$ cat src/rtl/rr_arbiter_pkg.sv
// Shared defaults, index-width helper and transfer-kind enum for the rr_arbiter slice.
package rr_arbiter_pkg;

  localparam int ARB_N_REQ_DEF  = 4;
  localparam int ARB_DATA_W_DEF = 3;

  // Index width for n requesters; a 1-bit index is kept even for n <= 2.
  function automatic int arb_idx_w(input int n);
    return (n <= 2) ? 1 : $clog2(n);
  endfunction

  // What the output stage does on the coming edge.
  typedef enum logic [1:0] {
    XFER_IDLE  = 2'd0,
    XFER_LOAD  = 2'd1,
    XFER_DRAIN = 2'd2
  } xfer_e;

endpackage

$ cat src/rtl/rr_arbiter_pick.sv
// rr_pick: combinational round-robin picker. Scans req starting at ptr, wrapping,
// via a double-width copy of req whose low half is masked below ptr.
module rr_pick
  import rr_arbiter_pkg::*;
#(
  parameter int N_REQ = ARB_N_REQ_DEF,
  parameter int IDX_W = arb_idx_w(N_REQ)
) (
  input  logic [N_REQ-1:0] req,
  input  logic [IDX_W-1:0] ptr,
  output logic [N_REQ-1:0] gnt,
  output logic [IDX_W-1:0] gnt_idx
);

  logic [2*N_REQ-1:0] scan;
  logic               found;

  always_comb begin
    // NOTE: every output and temporary gets a default before any conditional
    // assignment, so no path through the block leaves a value held (no latch).
    scan    = {req, req};
    found   = 1'b0;
    gnt     = '0;
    gnt_idx = '0;

    for (int i = 0; i < N_REQ; i++) begin
      if (i < int'(ptr)) scan[i] = 1'b0;
    end

    // Upper copy supplies the wrapped-around part of the search.
    for (int k = 0; k < 2*N_REQ; k++) begin
      if (!found && scan[k]) begin
        found              = 1'b1;
        gnt[k % N_REQ]     = 1'b1;
        gnt_idx            = IDX_W'(k % N_REQ);
      end
    end
  end

endmodule

$ cat src/rtl/rr_arbiter.sv
// rr_arbiter: N_REQ-to-1 valid/ready arbiter feeding a single-entry output stage.
// Define RR_ARBITER_FIXED_PRIO_EN for fixed lowest-index-first priority (no pointer).
module rr_arbiter
  import rr_arbiter_pkg::*;
#(
  parameter  int N_REQ  = ARB_N_REQ_DEF,
  parameter  int DATA_W = ARB_DATA_W_DEF,
  localparam int IDX_W  = arb_idx_w(N_REQ)
) (
  input  logic                     sys_clk,
  input  logic                     sys_rst,
  input  logic [N_REQ-1:0]         valid_up,
  input  logic [N_REQ*DATA_W-1:0]  data_up,
  output logic [N_REQ-1:0]         ready_up,
  output logic                     valid_down,
  output logic [DATA_W-1:0]        data_down,
  output logic [IDX_W-1:0]         src_down,
  input  logic                     ready_down
);

  logic              valid_q, valid_d;
  logic [DATA_W-1:0] data_q,  data_d;
  logic [IDX_W-1:0]  src_q,   src_d;
  logic [IDX_W-1:0]  scan_ptr;
  logic [N_REQ-1:0]  gnt;
  logic [IDX_W-1:0]  gnt_idx;
  logic              can_load;
  xfer_e             xfer;

`ifdef RR_ARBITER_FIXED_PRIO_EN
  assign scan_ptr = '0;
`else
  logic [IDX_W-1:0] ptr_q, ptr_d;
  assign scan_ptr = ptr_q;
`endif

  rr_pick #(
    .N_REQ (N_REQ),
    .IDX_W (IDX_W)
  ) u_pick (
    .req     (valid_up),
    .ptr     (scan_ptr),
    .gnt     (gnt),
    .gnt_idx (gnt_idx)
  );

  always_comb begin
    can_load = !valid_q || ready_down;
    ready_up = (can_load && !sys_rst) ? gnt : '0;

    if (can_load && (|valid_up))     xfer = XFER_LOAD;
    else if (valid_q && ready_down)  xfer = XFER_DRAIN;
    else                             xfer = XFER_IDLE;

    valid_d = valid_q;
    data_d  = data_q;
    src_d   = src_q;
`ifndef RR_ARBITER_FIXED_PRIO_EN
    ptr_d   = ptr_q;
`endif

    case (xfer)
      XFER_LOAD: begin
        valid_d = 1'b1;
        data_d  = data_up[int'(gnt_idx)*DATA_W +: DATA_W];
        src_d   = gnt_idx;
`ifndef RR_ARBITER_FIXED_PRIO_EN
        ptr_d   = (gnt_idx == IDX_W'(N_REQ-1)) ? '0 : gnt_idx + 1'b1;
`endif
      end
      XFER_DRAIN: valid_d = 1'b0;
      default: ;
    endcase
  end

  always_ff @(posedge sys_clk) begin
    // NOTE: sequential state uses non-blocking assignments only, so every
    // register samples pre-edge values regardless of statement order.
    if (sys_rst) begin
      valid_q <= 1'b0;
      data_q  <= '0;
      src_q   <= '0;
    end else begin
      valid_q <= valid_d;
      data_q  <= data_d;
      src_q   <= src_d;
    end
  end

`ifndef RR_ARBITER_FIXED_PRIO_EN
  always_ff @(posedge sys_clk) begin
    if (sys_rst) ptr_q <= '0;
    else         ptr_q <= ptr_d;
  end
`endif

  assign valid_down = valid_q;
  assign data_down  = data_q;
  assign src_down   = src_q;

endmodule

$ cat config.mk
export PLATFORM = sky130hd
export DESIGN_NAME = rr_arbiter
export DESIGN_NICKNAME = d
export VERILOG_FILES = /design/src/rtl/rr_arbiter_pkg.sv /design/src/rtl/rr_arbiter_pick.sv /design/src/rtl/rr_arbiter.sv
export SDC_FILE = /design/constraint.sdc
export NUM_CORES = 1
export LEC_CHECK = 0
export ABC_AREA = 1
export BUFFER_PORTS_ARGS = -buffer_cell sky130_fd_sc_hd__buf_4
export CORE_UTILIZATION = 40
export CTS_CLUSTER_SIZE = 28
export DETAILED_ROUTE_END_ITERATION = 7
export GPL_ROUTABILITY_DRIVEN = 0
export PLACE_DENSITY = 0.74
export SLEW_MARGIN = 20
export SYNTH_ARGS = -nofsm -noshare
export SYNTH_HDL_FRONTEND = slang
export SYNTH_SLANG_ARGS = --single-unit
$ cat constraint.sdc
create_clock -name sys_clk -period 1.65 [get_ports sys_clk]
set_clock_uncertainty 0.2 [all_clocks]
set_input_delay 0.0825 -clock sys_clk [delete_from_list [all_inputs] [get_ports sys_clk]]
set_output_delay 0.0825 -clock sys_clk [all_outputs]
set_load 0.03 [all_outputs]
==> results of run 1 <==
==> metal layers <==
layer,up-vias,global-route usage (%),share of wire (%)
li1,424,-,-
met1,354,25.47,41
met2,20,40.00,53
met3,6,3.043,3.6
met4,0,8.387,2.9
met5,-,0,0
==> through the flow <==
| stage | std cells | hold WS, ns | power (W) | utilization, % | cell area [um^2] |
|---|---|---|---|---|---|
| CTS | 169 | 0.02193 | 0.0008291 | 73.70 | 1097 |
| floorplan | 105 | -0.04843 | 0.0004769 | - | 644.4 |
| finish | 169 | 0.03887 | 0.0008547 | 75.88 | 1130 |
| global placement | 152 | 0.09239 | 0.0006000 | 60.25 | 897.1 |
| detailed placement | 152 | 0.08711 | 0.0006068 | 60.25 | 897.1 |
| global route | 169 | 0.08974 | 0.0009056 | 75.88 | 1130 |
==> cells in the mapped netlist <==
cell type,instances
sky130_fd_sc_hd__buf_4,1
sky130_fd_sc_hd__a21oi_1,5
sky130_fd_sc_hd__dfxtp_1,8
sky130_fd_sc_hd__inv_1,21
sky130_fd_sc_hd__nand2_8,1
sky130_fd_sc_hd__nand3_1,15
sky130_fd_sc_hd__o211ai_1,1
sky130_fd_sc_hd__nor2_1,19
sky130_fd_sc_hd__inv_2,1
sky130_fd_sc_hd__o21ai_0,3
sky130_fd_sc_hd__nand4_4,1
sky130_fd_sc_hd__nand3_2,1
sky130_fd_sc_hd__nand2_4,1
sky130_fd_sc_hd__ha_1,1
sky130_fd_sc_hd__and2_4,1
sky130_fd_sc_hd__nand2_2,6
sky130_fd_sc_hd__nand2_1,19
==> state kept, by name (all words and copies together) (netlist names) <==
register and flops:
valid_down 1, data_down 3, ptr_q 2, src_down 2
==> critical path: stages, from the launching register on <==
cell and delay [ns]:
sky130_fd_sc_hd__dfxtp_2 0.36, sky130_fd_sc_hd__nor2_2 0.05, sky130_fd_sc_hd__nand2_2 0.09, sky130_fd_sc_hd__and2_4 0.18
sky130_fd_sc_hd__nand2_4 0.05, sky130_fd_sc_hd__nor2_4 0.14, sky130_fd_sc_hd__nand2_1 0.08, sky130_fd_sc_hd__a21oi_2 0.13
sky130_fd_sc_hd__buf_6 0.15
==> layout make-up <==
class                      instances  area (um^2)
multi-input combinational         74        437.9
timing repair buffer              46        404.1
fill                             106        359.1
sequential                         8        162.7
inverter                          22        82.58
clock buffer                       3        22.52
tap                               16        20.02
==> report_power, final <==
part           leakage [nW]  total [W]  internal, W  switching (W)
combinational         0.531   0.000470     0.000214       0.000256
clock                0.0138   0.000144    0.0000829      0.0000613
sequential           0.0672   0.000241     0.000222      0.0000186
total                 0.612   0.000855     0.000519       0.000335
==> logic make-up after synthesis <==
family / after synthesis / share of synthesized area, %
AO/OA/AOI/OAI: 9 / 7.465
adder cells (fa/ha/maj): 1 / 1.964
buffers and inverters: 23 / 14.15
flip-flops: 8 / 25.15
AND/OR/NAND/NOR: 64 / 51.28
==> how the worst max path moves through the flow <==
stage,slack (ns),end,cells past startpoint
after global routing,-0.14,ready_up[2],8
after global placement,0.03,ptr_q[1],8
after CTS,-0.05,ready_up[2],8
final,-0.11,ready_up[0],8
after floorplan,0.01,ptr_q[1],8
after detailed placement,-0.04,ptr_q[1],8
==> timing repair <==
item,CTS,global route
hold endpoints to repair,6,0
endpoints found under the setup margin,5,8
gates resized for setup,15,8
hold buffers,8,0
pin swaps,8,7
buffers inserted,6,0
==> cell usage in the layout, fill, tap and decap left out, types with 3 or more instances in the layout <==
cell	synthesis	layout
sky130_fd_sc_hd__dlygate4sd3_1	0	8
sky130_fd_sc_hd__buf_6	0	7
sky130_fd_sc_hd__nand2_2	6	6
sky130_fd_sc_hd__dfxtp_1	8	6
sky130_fd_sc_hd__nor2_1	19	15
sky130_fd_sc_hd__nand2_4	1	3
sky130_fd_sc_hd__nand2_1	19	17
sky130_fd_sc_hd__buf_4	1	30
sky130_fd_sc_hd__nand3_1	15	14
sky130_fd_sc_hd__a21oi_1	5	3
sky130_fd_sc_hd__clkbuf_4	0	3
sky130_fd_sc_hd__inv_1	21	20
==> summary.json, run 1 <==
{
  "library_cell_with_the_largest_summed_area_after_synthesis": {"value": "sky130_fd_sc_hd__dfxtp_1"},
  "synth.net_count": {"value": 125},
  "route.detailed.vias_per_inst": {"value": 4.757},
  "cts.htree.levels": {"value": 1},
  "finalWorstPathRequiredPeriod": {"value": 1.756, "unit": "ns"},
  "aggregate_routed_wire_length": {"value": 1.951, "unit": "mm"},
  "layout.nets": {"value": 175},
  "cp_data_required_time": {"value": 1.37, "unit": "ns"},
  "clk_pin_slew": {"value": 0.05, "unit": "ns"},
  "violations": {"value": "negative setup slack"},
  "highest_net_fanout_along_the_worst_path": {"value": 3},
  "buffer_ports.inserted": {"value": 28},
  "synth.ff_latch_count": {"value": 8},
  "hold_path_class": {"value": "input pin to flop"},
  "r2r-end": {"value": "data_down[2]"},
  "achievable-frequency": {"value": 569.5, "unit": "MHz"},
  "clk_latency": {"value": 0.25, "unit": "ns"},
  "yosysSeqAreaShare": {"value": 25.15, "unit": "%"},
  "r2r_setup_slack": {"value": -0.06, "unit": "ns"},
  "floorplan_core_area": {"value": 0.001489, "unit": "mm^2"},
  "run_status": {"value": "finished, violations left"},
  "grt.total_usage": {"value": 21.93, "unit": "%"},
  "detail_route.iter0.violations": {"value": 13},
  "wire_length_of_the_first_global_routing_pass": {"value": 3.022, "unit": "mm"},
  "drt_drc_violations_left": {"value": 0},
  "post-place-ws": {"value": -0.03521, "unit": "ns"},
  "fp.dieW": {"value": 41.90, "unit": "um"},
  "overall_via_count_from_detail_route": {"value": 804},
  "timing.setup.critical_path_class": {"value": "flop to primary output"},
  "bufs_on_longest_clock_path": {"value": 2},
  "crit_path_start": {"value": "ptr_q[1]"},
  "largest_net_degree_at_the_start_of_global_routing": {"value": 12},
  "fin_tns_setup": {"value": -0.4862, "unit": "ns"},
  "synthCells": {"value": 105},
  "drive_above_1_share": {"value": 43.14, "unit": "%"},
  "hold_viol": {"value": 0},
  "ant_nets": {"value": 0},
  "crit_path_start_kind": {"value": "flop"},
  "cts_made_buffers": {"value": 3},
  "slew_headroom": {"value": 80.06, "unit": "%"},
  "r2r_cells": {"value": 11},
  "layout_worst_path_cycle_share": {"value": 106.4, "unit": "%"},
  "fin_ws": {"value": -0.1061, "unit": "ns"},
  "worst_path_arrival_time": {"value": 1.47, "unit": "ns"},
  "powerDensity": {"value": 756.5, "unit": "mW/mm^2"},
  "synth_area": {"value": 636.9, "unit": "um^2"},
  "min-delay-start": {"value": "valid_up[1]"},
  "hold_path_end": {"value": "valid_down"},
  "cts_root_buf": {"value": "sky130_fd_sc_hd__clkbuf_4"},
  "drv.max_cap_violation_count": {"value": 0},
  "dieArea": {"value": 0.001756, "unit": "mm^2"},
  "die_span_y": {"value": 41.90, "unit": "um"},
  "cellLeakagePower": {"value": 0.6123, "unit": "nW"},
  "globalRouteOverflowTotal": {"value": 0},
  "tritoncts": {"value": "yes"},
  "initial_core_util": {"value": 42.77, "unit": "%"},
  "area_delta_synth_final": {"value": 77.41, "unit": "%"},
  "vdd_drop_max": {"value": 0.7320, "unit": "mV"},
  "worst_pin_slew": {"value": 0.2988, "unit": "ns"},
  "setup_viol": {"value": 7},
  "timing.rr.start": {"value": "ptr_q[0]"},
  "number_of_global_route_vias_before_repair": {"value": 749},
  "rsz0062_at_grt": {"value": "yes"},
  "drt-wirelength-per-cell": {"value": 11.54, "unit": "um"},
  "syn_avg_cell_area": {"value": 6.065, "unit": "um^2"},
  "clock_sinks": {"value": 8},
  "critical_path_end_type": {"value": "primary output"},
  "synthTopCellsByArea": {"value": "sky130_fd_sc_hd__dfxtp_1 25%, sky130_fd_sc_hd__inv_1 12%, sky130_fd_sc_hd__nand3_1 12%"},
  "hpwl": {"value": 1.209, "unit": "mm"},
  "min_delay_path_depth": {"value": 5},
  "std_cell_rows": {"value": 14},
  "drt-pass1-iter-count": {"value": 4},
  "diodes": {"value": 0},
  "initial_antenna_violation_count": {"value": 0},
  "synth_top_cell_area_share": {"value": 25.15, "unit": "%"},
  "synth.lib_cells_used.distinct": {"value": 17},
  "ioPinCount": {"value": 29},
  "timing.final.max_slew_violations": {"value": 0},
  "ys_warn_count": {"value": 0}
}
Note: power is estimated with default switching activity, not from simulation.
==> run 2: changes to the inputs <==
Clock period 1.65 ns to 1.6 ns, I/O delays scaled along.
==> summary.json, run 2 (same netlist as run 1, synthesis figures left out) <==
{
  "critical_path_cell_by_cell": {"value": "nor2_2 -> nand2_2 -> buf_4 -> nand4_4 -> buf_6 -> nor2_1 -> buf_4"},
  "r2r-end": {"value": "ptr_q[0]"},
  "worst_path_arrival_time": {"value": 1.41, "unit": "ns"},
  "n_fill_cell": {"value": 106},
  "most_used_cells_in_the_layout_excluding_fill_and_tap_cells": {"value": "34 x sky130_fd_sc_hd__buf_4, 19 x sky130_fd_sc_hd__inv_1, 17 x sky130_fd_sc_hd__nor2_1"},
  "setup_viol": {"value": 9},
  "cpLargestDelayFamily": {"value": "buffers and inverters"},
  "critical_path.most_common_cell": {"value": "sky130_fd_sc_hd__buf_4"},
  "p_int": {"value": 0.0005463, "unit": "W"},
  "ant_nets": {"value": 0},
  "crit_path_buffers_inverters": {"value": 3},
  "drt-wirelength-per-cell": {"value": 11.77, "unit": "um"},
  "drt-pass1-iter-count": {"value": 4},
  "cts_root_buf": {"value": "sky130_fd_sc_hd__clkbuf_4"},
  "dieArea": {"value": 0.001756, "unit": "mm^2"},
  "bufs_on_longest_clock_path": {"value": 2},
  "worst_pin_slew": {"value": 0.3466, "unit": "ns"},
  "timing.setup.critical_path_class": {"value": "flop to primary output"},
  "clkPwrFrac": {"value": 16.3, "unit": "%"},
  "violations": {"value": "negative setup slack"},
  "r2r_cells": {"value": 10},
  "vdd_drop_max": {"value": 0.7089, "unit": "mV"},
  "hold_path_class": {"value": "input pin to flop"},
  "initial_antenna_violation_count": {"value": 0},
  "globalRouteOverflowTotal": {"value": 0},
  "layout.nets": {"value": 176},
  "cp_data_required_time": {"value": 1.32, "unit": "ns"},
  "overall_via_count_from_detail_route": {"value": 844},
  "floorplan_core_area": {"value": 0.001489, "unit": "mm^2"},
  "timing.rr.start": {"value": "ptr_q[1]"},
  "fp.dieW": {"value": 41.90, "unit": "um"},
  "sequential_power_share": {"value": 28.0, "unit": "%"},
  "fin_ws": {"value": -0.09333, "unit": "ns"},
  "wire_length_of_the_first_global_routing_pass": {"value": 3.187, "unit": "mm"},
  "power_frac_comb": {"value": 55.7, "unit": "%"},
  "layout_worst_path_cycle_share": {"value": 105.8, "unit": "%"},
  "std_cell_rows": {"value": 14},
  "route.detailed.vias_per_inst": {"value": 4.965},
  "highest_net_fanout_along_the_worst_path": {"value": 5},
  "clk_latency": {"value": 0.24, "unit": "ns"},
  "timing.critical_path.slowest_stage_cell": {"value": "sky130_fd_sc_hd__dfxtp_4"},
  "slew_headroom": {"value": 76.87, "unit": "%"},
  "ioPinCount": {"value": 29},
  "timing.final.max_slew_violations": {"value": 0},
  "net-switching-power": {"value": 0.0003599, "unit": "W"},
  "diodes": {"value": 0},
  "slowest_delay": {"value": 0.38, "unit": "ns"},
  "buffer_ports.inserted": {"value": 28},
  "r2r_setup_slack": {"value": -0.03, "unit": "ns"},
  "fin_total_pwr": {"value": 0.0009063, "unit": "W"},
  "drt_drc_violations_left": {"value": 0},
  "detail_route.iter0.violations": {"value": 32},
  "largest_net_degree_at_the_start_of_global_routing": {"value": 12},
  "tritoncts": {"value": "yes"},
  "aggregate_routed_wire_length": {"value": 2.001, "unit": "mm"},
  "hpwl": {"value": 1.169, "unit": "mm"},
  "rsz0062_at_grt": {"value": "yes"},
  "min_delay_path_depth": {"value": 7},
  "area_delta_synth_final": {"value": 80.16, "unit": "%"},
  "powerDensity": {"value": 789.9, "unit": "mW/mm^2"},
  "proportion_of_total_power_due_to_net_switching": {"value": 39.72, "unit": "%"},
  "run_status": {"value": "finished, violations left"},
  "clk_pin_slew": {"value": 0.05, "unit": "ns"},
  "achievable-frequency": {"value": 590.6, "unit": "MHz"},
  "finalWorstPathRequiredPeriod": {"value": 1.693, "unit": "ns"},
  "grt.total_usage": {"value": 23.15, "unit": "%"},
  "min-delay-start": {"value": "data_up[5]"},
  "cts.htree.levels": {"value": 1},
  "number_of_global_route_vias_before_repair": {"value": 783},
  "cellLeakagePower": {"value": 0.6177, "unit": "nW"},
  "hold_viol": {"value": 0},
  "clock_sinks": {"value": 8},
  "crit_path_start_kind": {"value": "flop"},
  "cts_made_buffers": {"value": 3},
  "drive_above_1_share": {"value": 44.81, "unit": "%"},
  "die_span_y": {"value": 41.90, "unit": "um"},
  "critical_path_end_type": {"value": "primary output"},
  "drv.max_cap_violation_count": {"value": 0},
  "hold_path_end": {"value": "data_down[2]"},
  "initial_core_util": {"value": 42.77, "unit": "%"},
  "most_frequent_standard_cell_in_the_layout_excluding_fill_and_tap_cells": {"value": "sky130_fd_sc_hd__buf_4"},
  "largest_register_ff_count": {"value": 3},
  "post-place-ws": {"value": -0.03617, "unit": "ns"}
}
[run 2: cell types whose count changed in the layout (fill, tap and decap cells not counted), sizes merged]
cell and delta:
buf +1
[run 2: repair_timing]
| action | CTS | global route |
|---|---|---|
| setup buffers | 7 | 0 |
| gates cloned | 0 | 0 |
| resized for setup | 13 | 12 |
| endpoints found under the setup margin | 6 | 10 |
| pin swaps | 13 | 7 |
| hold buffers | 8 | 0 |
| hold endpoints to repair | 7 | 0 |
[run 2: metrics by stage]
step	util, %	setup TNS (ns)	instance area, um^2	instances	hold WS, ns
5_1_grt	77.06	-1.089	1147	170	0.09245
2_1_floorplan	-	0	649.4	105	-0.05093
3_3_place_gp	61.09	0	909.6	153	0.08651
6_report	77.06	-0.3838	1147	170	0.04535
3_5_place_dp	61.09	-0.04767	909.6	153	0.09103
4_1_cts	73.78	-0.2704	1099	170	0.01879
[run 2: area by class of cell]
type	count	area [um^2]	share of cell area [%]
multi-input combinational	74	462.9	40.35
timing repair buffer	47	391.6	34.13
sequential	8	165.2	14.39
inverter	22	85.08	7.415
clock buffer	3	22.52	1.963
tap	16	20.02	1.745
[run 2: layer usage]
metal	part of all wire, %	GRT usage, %
met1	45	28.03
met2	51	41.25
met3	3.7	1.739
met4	0.40	10.32
met5	0	0
[run 2: how the worst max path moves through the flow]
stage,from,endpoint,slack [ns],cells after the start
floorplan,ptr_q[1],ptr_q[1],0.01,8
global placement,ptr_q[0],ptr_q[1],0.02,8
detailed placement,ptr_q[1],ptr_q[1],-0.04,8
CTS,ptr_q[1],ready_up[2],-0.11,8
global route,ptr_q[1],ready_up[2],-0.17,8
finish,ptr_q[1],ready_up[3],-0.09,7
[run 2: worst reg2reg max path: cells and delay by family, from the launching register on]
kind | cells | cell delay, ns
flip-flops | 1 | 0.36
AND/OR/NAND/NOR | 6 | 0.55
buffers and inverters | 2 | 0.17
adder cells (fa/ha/maj) | 1 | 0.14
AO/OA/AOI/OAI | 1 | 0.14
[run 2: power by group through the flow]
stage	Sequential [W]	Clock, W	Combinational [W]
after CTS	0.000246	0.000153	0.000463
after global routing	0.000256	0.000162	0.000548
final	0.000253	0.000148	0.000505
after global placement	0.000245	0	0.000385
after detailed placement	0.000245	0	0.000390
after floorplan	0.000283	0	0.000214
